--- src/rtl/multi_chan_fifo_pkg.sv ---
// Shared constants and helpers for the multi-channel FIFO.
// Sized defaults plus width helpers used by the top and slice.
package multi_chan_fifo_pkg;

  localparam int OVF_CNT_W  = 16;
  localparam int NUM_CH_DEF = 3;
  localparam int DATA_W_DEF = 8;
  localparam int DEPTH_DEF  = 4;

  function automatic int cnt_width(input int depth);
    return $clog2(depth + 1);
  endfunction

  function automatic int ch_width(input int n);
    return (n <= 1) ? 1 : $clog2(n);
  endfunction

endpackage

--- src/rtl/chan_fifo_slice.sv ---
// Single-channel circular queue: storage, pointers, occupancy.
// Head is storage-derived, so a pop exposes the next word next cycle.
module chan_fifo_slice
  import multi_chan_fifo_pkg::*;
#(
  parameter  int DATA_W = DATA_W_DEF,
  parameter  int DEPTH  = DEPTH_DEF,
  localparam int CNT_W  = cnt_width(DEPTH),
  localparam int PTR_W  = $clog2(DEPTH)
) (
  input  logic              clk,
  input  logic              rst,
  input  logic              wr_en_i,
  input  logic [DATA_W-1:0] wr_data_i,
  input  logic              rd_ready_i,
  output logic              rd_valid_o,
  output logic [DATA_W-1:0] rd_data_o,
  output logic [CNT_W-1:0]  count_o,
  output logic              full_o
);

  logic [DATA_W-1:0] mem_q [DEPTH];
  logic [PTR_W-1:0]  wptr_q, wptr_d;
  logic [PTR_W-1:0]  rptr_q, rptr_d;
  logic [CNT_W-1:0]  cnt_q, cnt_d;
  logic              wr, rd;

  assign full_o     = (cnt_q == CNT_W'(DEPTH));
  assign rd_valid_o = (cnt_q != '0);
  assign rd_data_o  = mem_q[rptr_q];
  assign count_o    = cnt_q;

  assign wr = wr_en_i && !full_o;
  assign rd = rd_valid_o && rd_ready_i;

  always_comb begin
    wptr_d = wptr_q;
    rptr_d = rptr_q;
    cnt_d  = cnt_q;
    if (wr) wptr_d = wptr_q + 1'b1;
    if (rd) rptr_d = rptr_q + 1'b1;
    unique case ({wr, rd})
      2'b10:   cnt_d = cnt_q + 1'b1;
      2'b01:   cnt_d = cnt_q - 1'b1;
      default: cnt_d = cnt_q;
    endcase
  end

  always_ff @(posedge clk) begin
    if (rst) begin
      wptr_q <= '0;
      rptr_q <= '0;
      cnt_q  <= '0;
    end else begin
      wptr_q <= wptr_d;
      rptr_q <= rptr_d;
      cnt_q  <= cnt_d;
    end
  end

  // Storage is deliberately not reset; pointers make stale words invisible.
  always_ff @(posedge clk) begin
    if (wr && !rst) mem_q[wptr_q] <= wr_data_i;
  end

endmodule

--- src/rtl/multi_chan_fifo.sv ---
// Multi-channel FIFO top: write demux, ready mux, output packing.
// MULTI_CHAN_FIFO_OVF_CNT_EN enables the saturating rejected-write counter.
module multi_chan_fifo
  import multi_chan_fifo_pkg::*;
#(
  parameter  int NUM_CH = NUM_CH_DEF,
  parameter  int DATA_W = DATA_W_DEF,
  parameter  int DEPTH  = DEPTH_DEF,
  localparam int CH_W   = ch_width(NUM_CH),
  localparam int CNT_W  = cnt_width(DEPTH)
) (
  input  logic                    clk,
  input  logic                    rst,
  input  logic                    in_valid,
  input  logic [CH_W-1:0]         in_ch,
  input  logic [DATA_W-1:0]       in_data,
  output logic                    in_ready,
  output logic [NUM_CH-1:0]       out_valid,
  input  logic [NUM_CH-1:0]       out_ready,
  output logic [NUM_CH*DATA_W-1:0] out_data,
  output logic [NUM_CH*CNT_W-1:0] count,
  output logic [OVF_CNT_W-1:0]    ovf_cnt
);

  logic [NUM_CH-1:0] full;
  logic [NUM_CH-1:0] wr_en;

  // Out-of-range channel indices match no slice, so ready stays low.
  always_comb begin
    in_ready = 1'b0;
    for (int k = 0; k < NUM_CH; k++) begin
      if (in_ch == CH_W'(k)) in_ready = !full[k];
    end
  end

  always_comb begin
    wr_en = '0;
    for (int k = 0; k < NUM_CH; k++) begin
      wr_en[k] = in_valid && in_ready && (in_ch == CH_W'(k));
    end
  end

  for (genvar k = 0; k < NUM_CH; k++) begin : g_ch
    chan_fifo_slice #(
      .DATA_W (DATA_W),
      .DEPTH  (DEPTH)
    ) u_slice (
      .clk        (clk),
      .rst        (rst),
      .wr_en_i    (wr_en[k]),
      .wr_data_i  (in_data),
      .rd_ready_i (out_ready[k]),
      .rd_valid_o (out_valid[k]),
      .rd_data_o  (out_data[k*DATA_W +: DATA_W]),
      .count_o    (count[k*CNT_W +: CNT_W]),
      .full_o     (full[k])
    );
  end

`ifdef MULTI_CHAN_FIFO_OVF_CNT_EN
  logic [OVF_CNT_W-1:0] ovf_q, ovf_d;

  always_comb begin
    ovf_d = ovf_q;
    if (in_valid && !in_ready && (ovf_q != '1)) ovf_d = ovf_q + 1'b1;
  end

  always_ff @(posedge clk) begin
    if (rst) ovf_q <= '0;
    else     ovf_q <= ovf_d;
  end

  assign ovf_cnt = ovf_q;
`else
  assign ovf_cnt = '0;
`endif

endmodule

--- config.mk ---
export PLATFORM = sky130hd
export DESIGN_NAME = multi_chan_fifo
export DESIGN_NICKNAME = d
export VERILOG_FILES = /design/src/rtl/multi_chan_fifo_pkg.sv /design/src/rtl/chan_fifo_slice.sv /design/src/rtl/multi_chan_fifo.sv
export SDC_FILE = /design/constraint.sdc
export NUM_CORES = 1
export LEC_CHECK = 0
export CAP_MARGIN = 40
export CORE_ASPECT_RATIO = 1.25
export CORE_MARGIN = 4
export CORE_UTILIZATION = 40
export CTS_CLUSTER_SIZE = 30
export DETAILED_ROUTE_END_ITERATION = 10
export HOLD_SLACK_MARGIN = 0.1
export PLACE_DENSITY = 0.65
export SLEW_MARGIN = 20
export SYNTH_ARGS = -nofsm -noshare
export SYNTH_HDL_FRONTEND = slang
export SYNTH_HIERARCHICAL = 1
export SYNTH_SLANG_ARGS = --single-unit
--- constraint.sdc ---
create_clock -name clk -period 3.9 [get_ports clk]
set_clock_uncertainty 0.05 [all_clocks]
set_input_delay 0.39 -clock clk [delete_from_list [all_inputs] [get_ports clk]]
set_output_delay 0.39 -clock clk [all_outputs]
set_load 0.02 [all_outputs]
==> qor_table.md, run 1 <==
| Group | Result | Reported |
|---|---|---|
| timing | Setup TNS | 0 ns |
| cells and area | Share of cells above drive strength 1 | 18.3% |
| worst setup path | Sum of buffers and inverters on the critical path | 1 |
| run status | Result of the run | finished clean |
| die | Placeable core region | 0.0123 sq mm |
| die | Width of the die | 109 um |
| clock tree | Number of clock sinks seen by CTS | 123 |
| die | Die Outline Area | 0.0146 sq mm |
| global route | Wire length of the first global-routing pass | 13700 um |
| worst setup path | Crit path max-delay cell type | dfxtp_1 |
| yosys | Warnings, synthesis | 6 |
| timing | Final Setup Violations | 0 |
| worst setup path | Worst setup path category | flop to output pin |
| clock tree | H-Tree Depth | 4 |
| timing | Shortest clock period the worst path allows after layout | 2.69 ns |
| yosys | Number of different library cells in the post-synthesis netlist | 30 |
| cells and area | Final core utilization | 51.9% |
| timing | Peak Freq | 371 MHz |
| clock tree | Clock transition at the registers of the reported paths | 0.05 ns |
| yosys | Synthesized area | 0.00510 sq mm |
| cells and area | Filler Cell Count | 998 |
| clock tree | Buffer depth of the longest clock path | 2 |
| yosys | Leading cell type by number of instances after synthesis | edfxtp_1 |
| pwr | Leak pwr | 2.16 nW |
| detailed routing | Number of design rule violations left after detail routing | 0 |
| die | Effective utilization at floorplan | 41.4% |
| die | DIE HEIGHT | 134 um |
| cells and area | Non-filler instance count after layout | 553 |
| yosys | Post-Syn Area per Cell | 16.7 sq um |
| global route | Overflow after GRT | 0 |
| clock tree | Clk root buf | clkbuf_16 |
| worst hold path | Hold Crit Class | flop to flop |
| job | Number of max-cap violations | 0 |
| yosys | Top area cells in the synthesized netlist | edfxtp_1 56%, dfxtp_1 11%, mux4_2 11% |
| clock tree | Hold buffer count at CTS | 0 |
| timing | Max-slew headroom | 60.6% |
| worst setup path | Required time reported for the critical path endpoint | 3.46 ns |
| detailed routing | Violation count after the first detailed-route iteration | 100 |
| worst setup path | Reg-to-reg slack, setup | 1.35 ns |
| detailed routing | Via/cell ratio | 4.75 |
| pwr | PD cells | 646 mW/mm^2 |
| placed design | Cell Count Post-Placement | 522 |
| yosys | Number of enable-type register cells in the synthesized netlist | 96 |
| pwr | Largest vdd supply drop | 0.000302 V |
| yosys | Async set-or-reset flop fraction in the synthesized netlist | 0% |
| global route | Global Route Usage Sum | 12.6% |
| yosys | Register bit total from synthesis | 123 |
| die | Number of placement rows | 45 |
| clock tree | Insertion delay to the later sink of the worst-skew pair | 0.40 ns |
| cells and area | Ant diodes | 0 |
| detailed routing | Wire length per cell after detailed routing | 15.9 um |
| worst setup path | Crit-path leading delay family | flip-flops |
| yosys | Yosys top cell area share | 56.5% |
| yosys | Number of instances in the synthesized netlist | 306 |
| timing | Fin Hold WS | 0.462 ns |
| detailed routing | First-pass iteration count of the detailed router | 4 |
| worst setup path | Sort of element at the start of the critical path | flop |
| clock tree | Buffers inserted by post-CTS timing repair | 0 |
| timing | Portion of the clock cycle consumed by the worst path in the final layout | 69.0% |
| timing | Slew @ Worst Pin | 0.591 ns |
| placed design | Weighted congestion reported at the end of routability-driven placement | 0.758 |
| global route | Vias in the first global route | 2601 |
| yosys | Most numerous cell types in the synthesized netlist | 96 x edfxtp_1, 27 x dfxtp_1, 24 x mux4_2, 18 x inv_1, 18 x nor2_1 |
| cells and area | Layout area overhead | 25.5% |
| clock tree | TritonCTS clock tree | done |
| timing | Final max-slew violation count | 0 |
| cells and area | Final Net Count | 411 |
| worst setup path | Nature of the critical path endpoint | output pin |
| placed design | Number of port buffers | 52 |
| clock tree | Post-cts sizing count | 0 |
| detailed routing | Vias post-DR | 2625 |
| worst setup path | List of cells traversed by the critical path | mux4_2 -> clkdlybuf4s50_1 |
| timing | RSZ-0062 raised after global routing | no |
| detailed routing | Number of nets still failing antenna checks after routing | 0 |
| timing | Final hold viol count | 0 |
| global route | Antenna violations before repair | 0 |
| placed design | HPWL after DPL | 5780 um |
| detailed routing | Overall routed net length | 8810 um |
| die | I/O pin count | 69 |
| worst setup path | Stage delay of the slowest cell on the critical path | 0.69 ns |
| clock tree | Number of buffers created by CTS | 17 |
| worst setup path | Arr. time, crit path | 2.25 ns |
| yosys | Largest area contributor in the netlist | edfxtp_1 |
| global route | Maximum number of pins on one net before global-route repair | 34 |
| yosys | Primary FF master, synth | edfxtp_1 |
| worst setup path | Crit-path max FO | 8 |
| yosys | Sequential share of the synthesized area | 67.1% |
-- where the power goes --
group	internal, mW	switching (mW)	total, mW
Sequential	1.49	0.143	1.63
Clock	1.12	0.498	1.62
Combinational	0.477	0.411	0.888
-- worst min-delay path, cell delays in order (launching register included) --
cell and delay [ns]:
dfxtp_1 0.33, nand2b_1 0.07, mux2i_1 0.06
-- state kept, by name, summed over array words and instances (netlist names), named ones only --
name and flops:
g_ch.u_slice/mem_q 96, g_ch.u_slice/wptr_q 6, g_ch.u_slice/rptr_q 6, g_ch.u_slice/count_o 9
-- stage by stage --
step / instance area, sq um / total power, mW / setup WS, ns
global placement: 5790 / 2.54 / 1.04
CTS: 6400 / 4.18 / 1.14
global route: 6400 / 4.32 / 1.07
finish: 6400 / 4.14 / 1.21
detailed placement: 5790 / 2.56 / 1.02
floorplan: 5160 / 2.21 / 1.58
-- metal layers --
layer	up-vias	routed length, um	track usage, %
met5	-	0	0
met4	0	129	5.47
met3	11	351	3.95
li1	1256	-	-
met1	1295	3740	15.6
met2	63	4590	20.4
-- layout by cell type, fill, tap and decap left out --
cell type / instances
edfxtp_1: 96
clkdlybuf4s50_1: 52
dfxtp_1: 27
mux4_2: 24
inv_1: 18
nor2_1: 18
clkbuf_16: 17
conb_1: 16
ha_1: 15
buf_4: 13
nor3b_1: 12
nand2b_1: 9
xor2_1: 9
a21oi_1: 9
o21ai_0: 7
or3_1: 6
bufinv_16: 5
mux2i_1: 4
clkbuf_1: 4
clkinv_2: 3
o31a_2: 3
nor3b_2: 3
or3_2: 3
xnor2_1: 3
o311ai_0: 3
fa_1: 3
clkinv_1: 2
nor4b_1: 1
nand2_1: 1
nor3_1: 1
o21a_1: 1
nor4bb_1: 1
-- path summary, 6_finish.rpt --
| check | from | endpoint | depth (start not counted) |
|---|---|---|---|
| worst max-delay path | flop | out_data[8] | 2 |
| worst min-delay path | g_ch[1].u_slice/wptr_q[1]$_SDFFE_PP0P_ | g_ch[1].u_slice/wptr_q[1]$_SDFFE_PP0P_ | 2 |
| worst min register to register | g_ch[1].u_slice/wptr_q[1]$_SDFFE_PP0P_ | g_ch[1].u_slice/wptr_q[1]$_SDFFE_PP0P_ | 2 |
| worst max register to register | g_ch[0].u_slice/count_o[2]$_SDFFE_PP0P_ | g_ch[0].u_slice/count_o[2]$_SDFFE_PP0P_ | 9 |
-- layout make-up --
cell class | instances | area (sq um) | share of cell area, %
Tap cell | 164 | 205 | 3.20
Clock inverter | 10 | 173 | 2.70
Multi-Input combinational cell | 152 | 1480 | 23.1
Timing Repair Buffer | 65 | 618 | 9.65
Sequential cell | 123 | 3420 | 53.5
Clock buffer | 21 | 440 | 6.88
Inverter | 18 | 67.6 | 1.06
-- kinds of logic (layout without fill, tap and decap cells) --
kind of cell | count (synthesis) | in the layout | synth area share, %
compound gates | 23 | 23 | 2.82
xor+xnor | 12 | 12 | 2.06
fa+ha+maj | 18 | 18 | 4.86
buf+inv | 46 | 114 | 5.08
flops | 123 | 123 | 67.1
mux | 28 | 28 | 11.4
other cells | 1 | 16 | 0.0735
simple gates | 55 | 55 | 6.65
Note: power is estimated with default switching activity, not from simulation.
==> run 2: changes to the inputs <==
==> constraint.sdc (replaced) <==
create_clock -name clk -period 2.65 [get_ports clk]
set_clock_uncertainty 0.05 [all_clocks]
set_input_delay 0.265 -clock clk [delete_from_list [all_inputs] [get_ports clk]]
set_output_delay 0.265 -clock clk [all_outputs]
set_load 0.02 [all_outputs]
==> run 2 against run 1 <==
Effect of this change: flip-flop and latch count is the same; routed wire length shrank 0.69%; critical endpoint is now out_data[3]; register-to-register slack lost 0.97 ns; global-route usage grew 0.25 points; core utilization grew 0.65 points; sequential share of layout area shrank 0.64 points; first-iteration DRC count shrank 14%; clock-buffer cell count shrank 1; combinational power grew 64%; critical path type unchanged; die area is the same; cell count grew 2.4%; via count grew 3.7%.
==> qor_table.md, run 2 (synthesized netlist as in run 1, its figures left out) <==
| Group | Result | Reported |
|---|---|---|
| die | Width of the die | 109 um |
| placed design | Post-Place Worst Slack | 0.134 ns |
| cells and area | Most frequent standard cell in the layout excluding fill and tap cells | edfxtp_1 |
| detailed routing | Violation count after the first detailed-route iteration | 86 |
| job | Number of max-cap violations | 0 |
| clock tree | Clock transition at the registers of the reported paths | 0.05 ns |
| timing | Slew @ Worst Pin | 0.586 ns |
| global route | Global Route Usage Sum | 12.9% |
| timing | Shortest clock period the worst path allows after layout | 2.38 ns |
| global route | Antenna violations before repair | 0 |
| worst setup path | Sort of element at the start of the critical path | flop |
| placed design | Number of port buffers | 52 |
| clock tree | H-Tree Depth | 4 |
| worst setup path | Required time reported for the critical path endpoint | 2.34 ns |
| worst setup path | Stage delay of the slowest cell on the critical path | 0.55 ns |
| global route | Met1 demand-to-capacity share in global routing | 15.6% |
| worst setup path | Crit-path max FO | 5 |
| cells and area | Final Net Count | 425 |
| placed design | HPWL after DPL | 6060 um |
| timing | Portion of the clock cycle consumed by the worst path in the final layout | 89.9% |
| clock tree | Number of buffers created by CTS | 17 |
| die | Effective utilization at floorplan | 41.4% |
| global route | Most utilized layer in the global route result | met2 |
| clock tree | Buffer depth of the longest clock path | 2 |
| clock tree | Hold buffer count at CTS | 0 |
| worst setup path | Reg-to-reg slack, setup | 0.38 ns |
| cells and area | Footprint of the multi-input gates | 0.00148 sq mm |
| worst setup path | Crit path max-delay cell type | clkdlybuf4s50_1 |
| timing | Fin Hold WS | 0.459 ns |
| clock tree | TritonCTS clock tree | done |
| worst setup path | Reg-to-reg startpoint | g_ch[1].u_slice/count_o[2]$_SDFFE_PP0P_ |
| worst setup path | Reg-to-reg critical path endpoint | g_ch[1].u_slice/count_o[2]$_SDFFE_PP0P_ |
| cells and area | Most flop-heavy register | g_ch.u_slice/mem_q |
| worst setup path | Arr. time, crit path | 2.07 ns |
| cells and area | Share of cells above drive strength 1 | 21.4% |
| clock tree | Insertion delay to the later sink of the worst-skew pair | 0.40 ns |
| worst hold path | Endpoint of the worst hold-timing path | g_ch[2].u_slice/wptr_q[1]$_SDFFE_PP0P_ |
| global route | Maximum number of pins on one net before global-route repair | 17 |
| worst setup path | Sum of buffers and inverters on the critical path | 2 |
| worst hold path | Hold Crit Class | flop to flop |
| worst hold path | HP Start | g_ch[2].u_slice/wptr_q[1]$_SDFFE_PP0P_ |
| timing | RSZ-0062 raised after global routing | no |
| worst setup path | List of cells traversed by the critical path | buf_4 -> mux4_2 -> clkdlybuf4s50_1 |
| detailed routing | First-pass iteration count of the detailed router | 4 |
| clock tree | Number of clock sinks seen by CTS | 123 |
| worst hold path | Instance count along the most critical hold path | 2 |
| worst setup path | Nature of the critical path endpoint | output pin |
| global route | Wire length of the first global-routing pass | 14000 um |
| detailed routing | Via/cell ratio | 4.81 |
| global route | Overflow after GRT | 0 |
| die | I/O pin count | 69 |
| cells and area | Filler Cell Count | 1004 |
| pwr | Final total power | 6.03 mW |
| die | Placeable core region | 0.0123 sq mm |
| cells and area | Top library cells by usage in the layout, fill and taps aside | 96 x edfxtp_1, 52 x clkdlybuf4s50_1, 27 x buf_4, 26 x dfxtp_1, 24 x mux4_2 |
| timing | Peak Freq | 420 MHz |
| timing | Final max-slew violation count | 0 |
| pwr | PD cells | 931 mW/mm^2 |
| cells and area | Post-route design area | 0.00648 sq mm |
| timing | Setup TNS | 0 ns |
| die | DIE HEIGHT | 134 um |
| cells and area | Storage cell area | 0.00342 sq mm |
| global route | Met2 Track Usage GR | 21.2% |
| pwr | Largest vdd supply drop | 0.000500 V |
| timing | Final Setup Violations | 0 |
| cells and area | Ant diodes | 0 |
| die | Die Outline Area | 0.0146 sq mm |
| global route | Vias in the first global route | 2740 |
| timing | Final hold viol count | 0 |
| run status | Result of the run | finished clean |
| placed design | Cell area after placement | 0.00590 sq mm |
| detailed routing | Overall routed net length | 8750 um |
| placed design | Weighted congestion reported at the end of routability-driven placement | 0.710 |
| cells and area | Layout area overhead | 27.1% |
| detailed routing | Number of design rule violations left after detail routing | 0 |
| detailed routing | Number of nets still failing antenna checks after routing | 0 |
| die | Number of placement rows | 45 |
| worst setup path | Logic depth of the worst register-to-register path | 9 |
| worst setup path | Crit-path leading delay family | buffers and inverters |
| timing | Setup ws final | 0.267 ns |
| worst setup path | Worst setup path category | flop to output pin |
| detailed routing | Vias post-DR | 2721 |
| cells and area | Flip-flop count of the largest register, all copies and words added | 96 |
| detailed routing | Wire length per cell after detailed routing | 15.5 um |
| clock tree | Clk root buf | clkbuf_16 |
| timing | Max-slew headroom | 60.8% |
| global route | M3 GR Usage | 3.56% |
| pwr | Leak pwr | 2.22 nW |
## run 2: how the worst max path moves through the flow
stage / from / to / slack [ns] / depth (start not counted)
2_1_floorplan: g_ch[2].u_slice/count_o[2]$_SDFFE_PP0P_ / g_ch[2].u_slice/count_o[2]$_SDFFE_PP0P_ / 0.33 / 10
3_3_place_gp: in_ch[0] / g_ch[0].u_slice/count_o[2]$_SDFFE_PP0P_ / 0.18 / 10
3_5_place_dp: in_ch[0] / g_ch[0].u_slice/count_o[2]$_SDFFE_PP0P_ / 0.13 / 10
4_1_cts: flop / out_data[3] / 0.06 / 3
5_1_grt: g_ch[1].u_slice/count_o[2]$_SDFFE_PP0P_ / g_ch[1].u_slice/count_o[2]$_SDFFE_PP0P_ / 0.1 / 9
6_report: flop / out_data[3] / 0.27 / 3
## run 2: worst min-delay path: cells and delay by family (launching register included)
family	cells	cell delay [ns]
DFF	1	0.33
and+or+nand+nor	1	0.07
muxes	1	0.06
## run 2: what timing repair did
action | CTS | global route
gates resized for setup | 0 | 1
setup buffers | 0 | 0
setup endpoints to repair | 0 | 1
## run 2: area by class of cell
cell class / count / area share, %
sequential: 123 / 52.8
multi-input combinational: 152 / 22.8
timing repair buffer: 79 / 11.2
clock buffer: 20 / 6.73
tap: 164 / 3.16
clock inverter: 10 / 2.32
inverter: 18 / 1.04
## run 2: metal layers
metal / up-vias / wire [um]
met4: 0 / 155
met5: - / 0
li1: 1286 / -
met1: 1360 / 3530
met2: 64 / 4670
met3: 11 / 391
## run 2: report_power, final
part | leakage [nW] | internal [mW] | switching (mW)
sequential | 1.08 | 2.19 | 0.117
combinational | 0.849 | 0.756 | 0.704
clock | 0.285 | 1.55 | 0.718
## run 2: metrics by stage
stage	utilization, %	instances
after detailed placement	47.8	536
after CTS	52.6	566
final	52.6	566
after global routing	52.6	566
after global placement	47.8	536
after floorplan	-	321
==> run 3: changes to the inputs <==
--- a/config.mk
+++ b/config.mk
@@ -5,7 +5,8 @@
 export SDC_FILE = /design/constraint.sdc
 export NUM_CORES = 1
 export LEC_CHECK = 0
-export CAP_MARGIN = 40
+export ABC_AREA = 0
+export CAP_MARGIN = 0
 export CORE_ASPECT_RATIO = 1.25
 export CORE_MARGIN = 4
 export CORE_UTILIZATION = 40
==> results of run 3 <==
No change in the layout: final DEF, timing and power equal those of run 2.
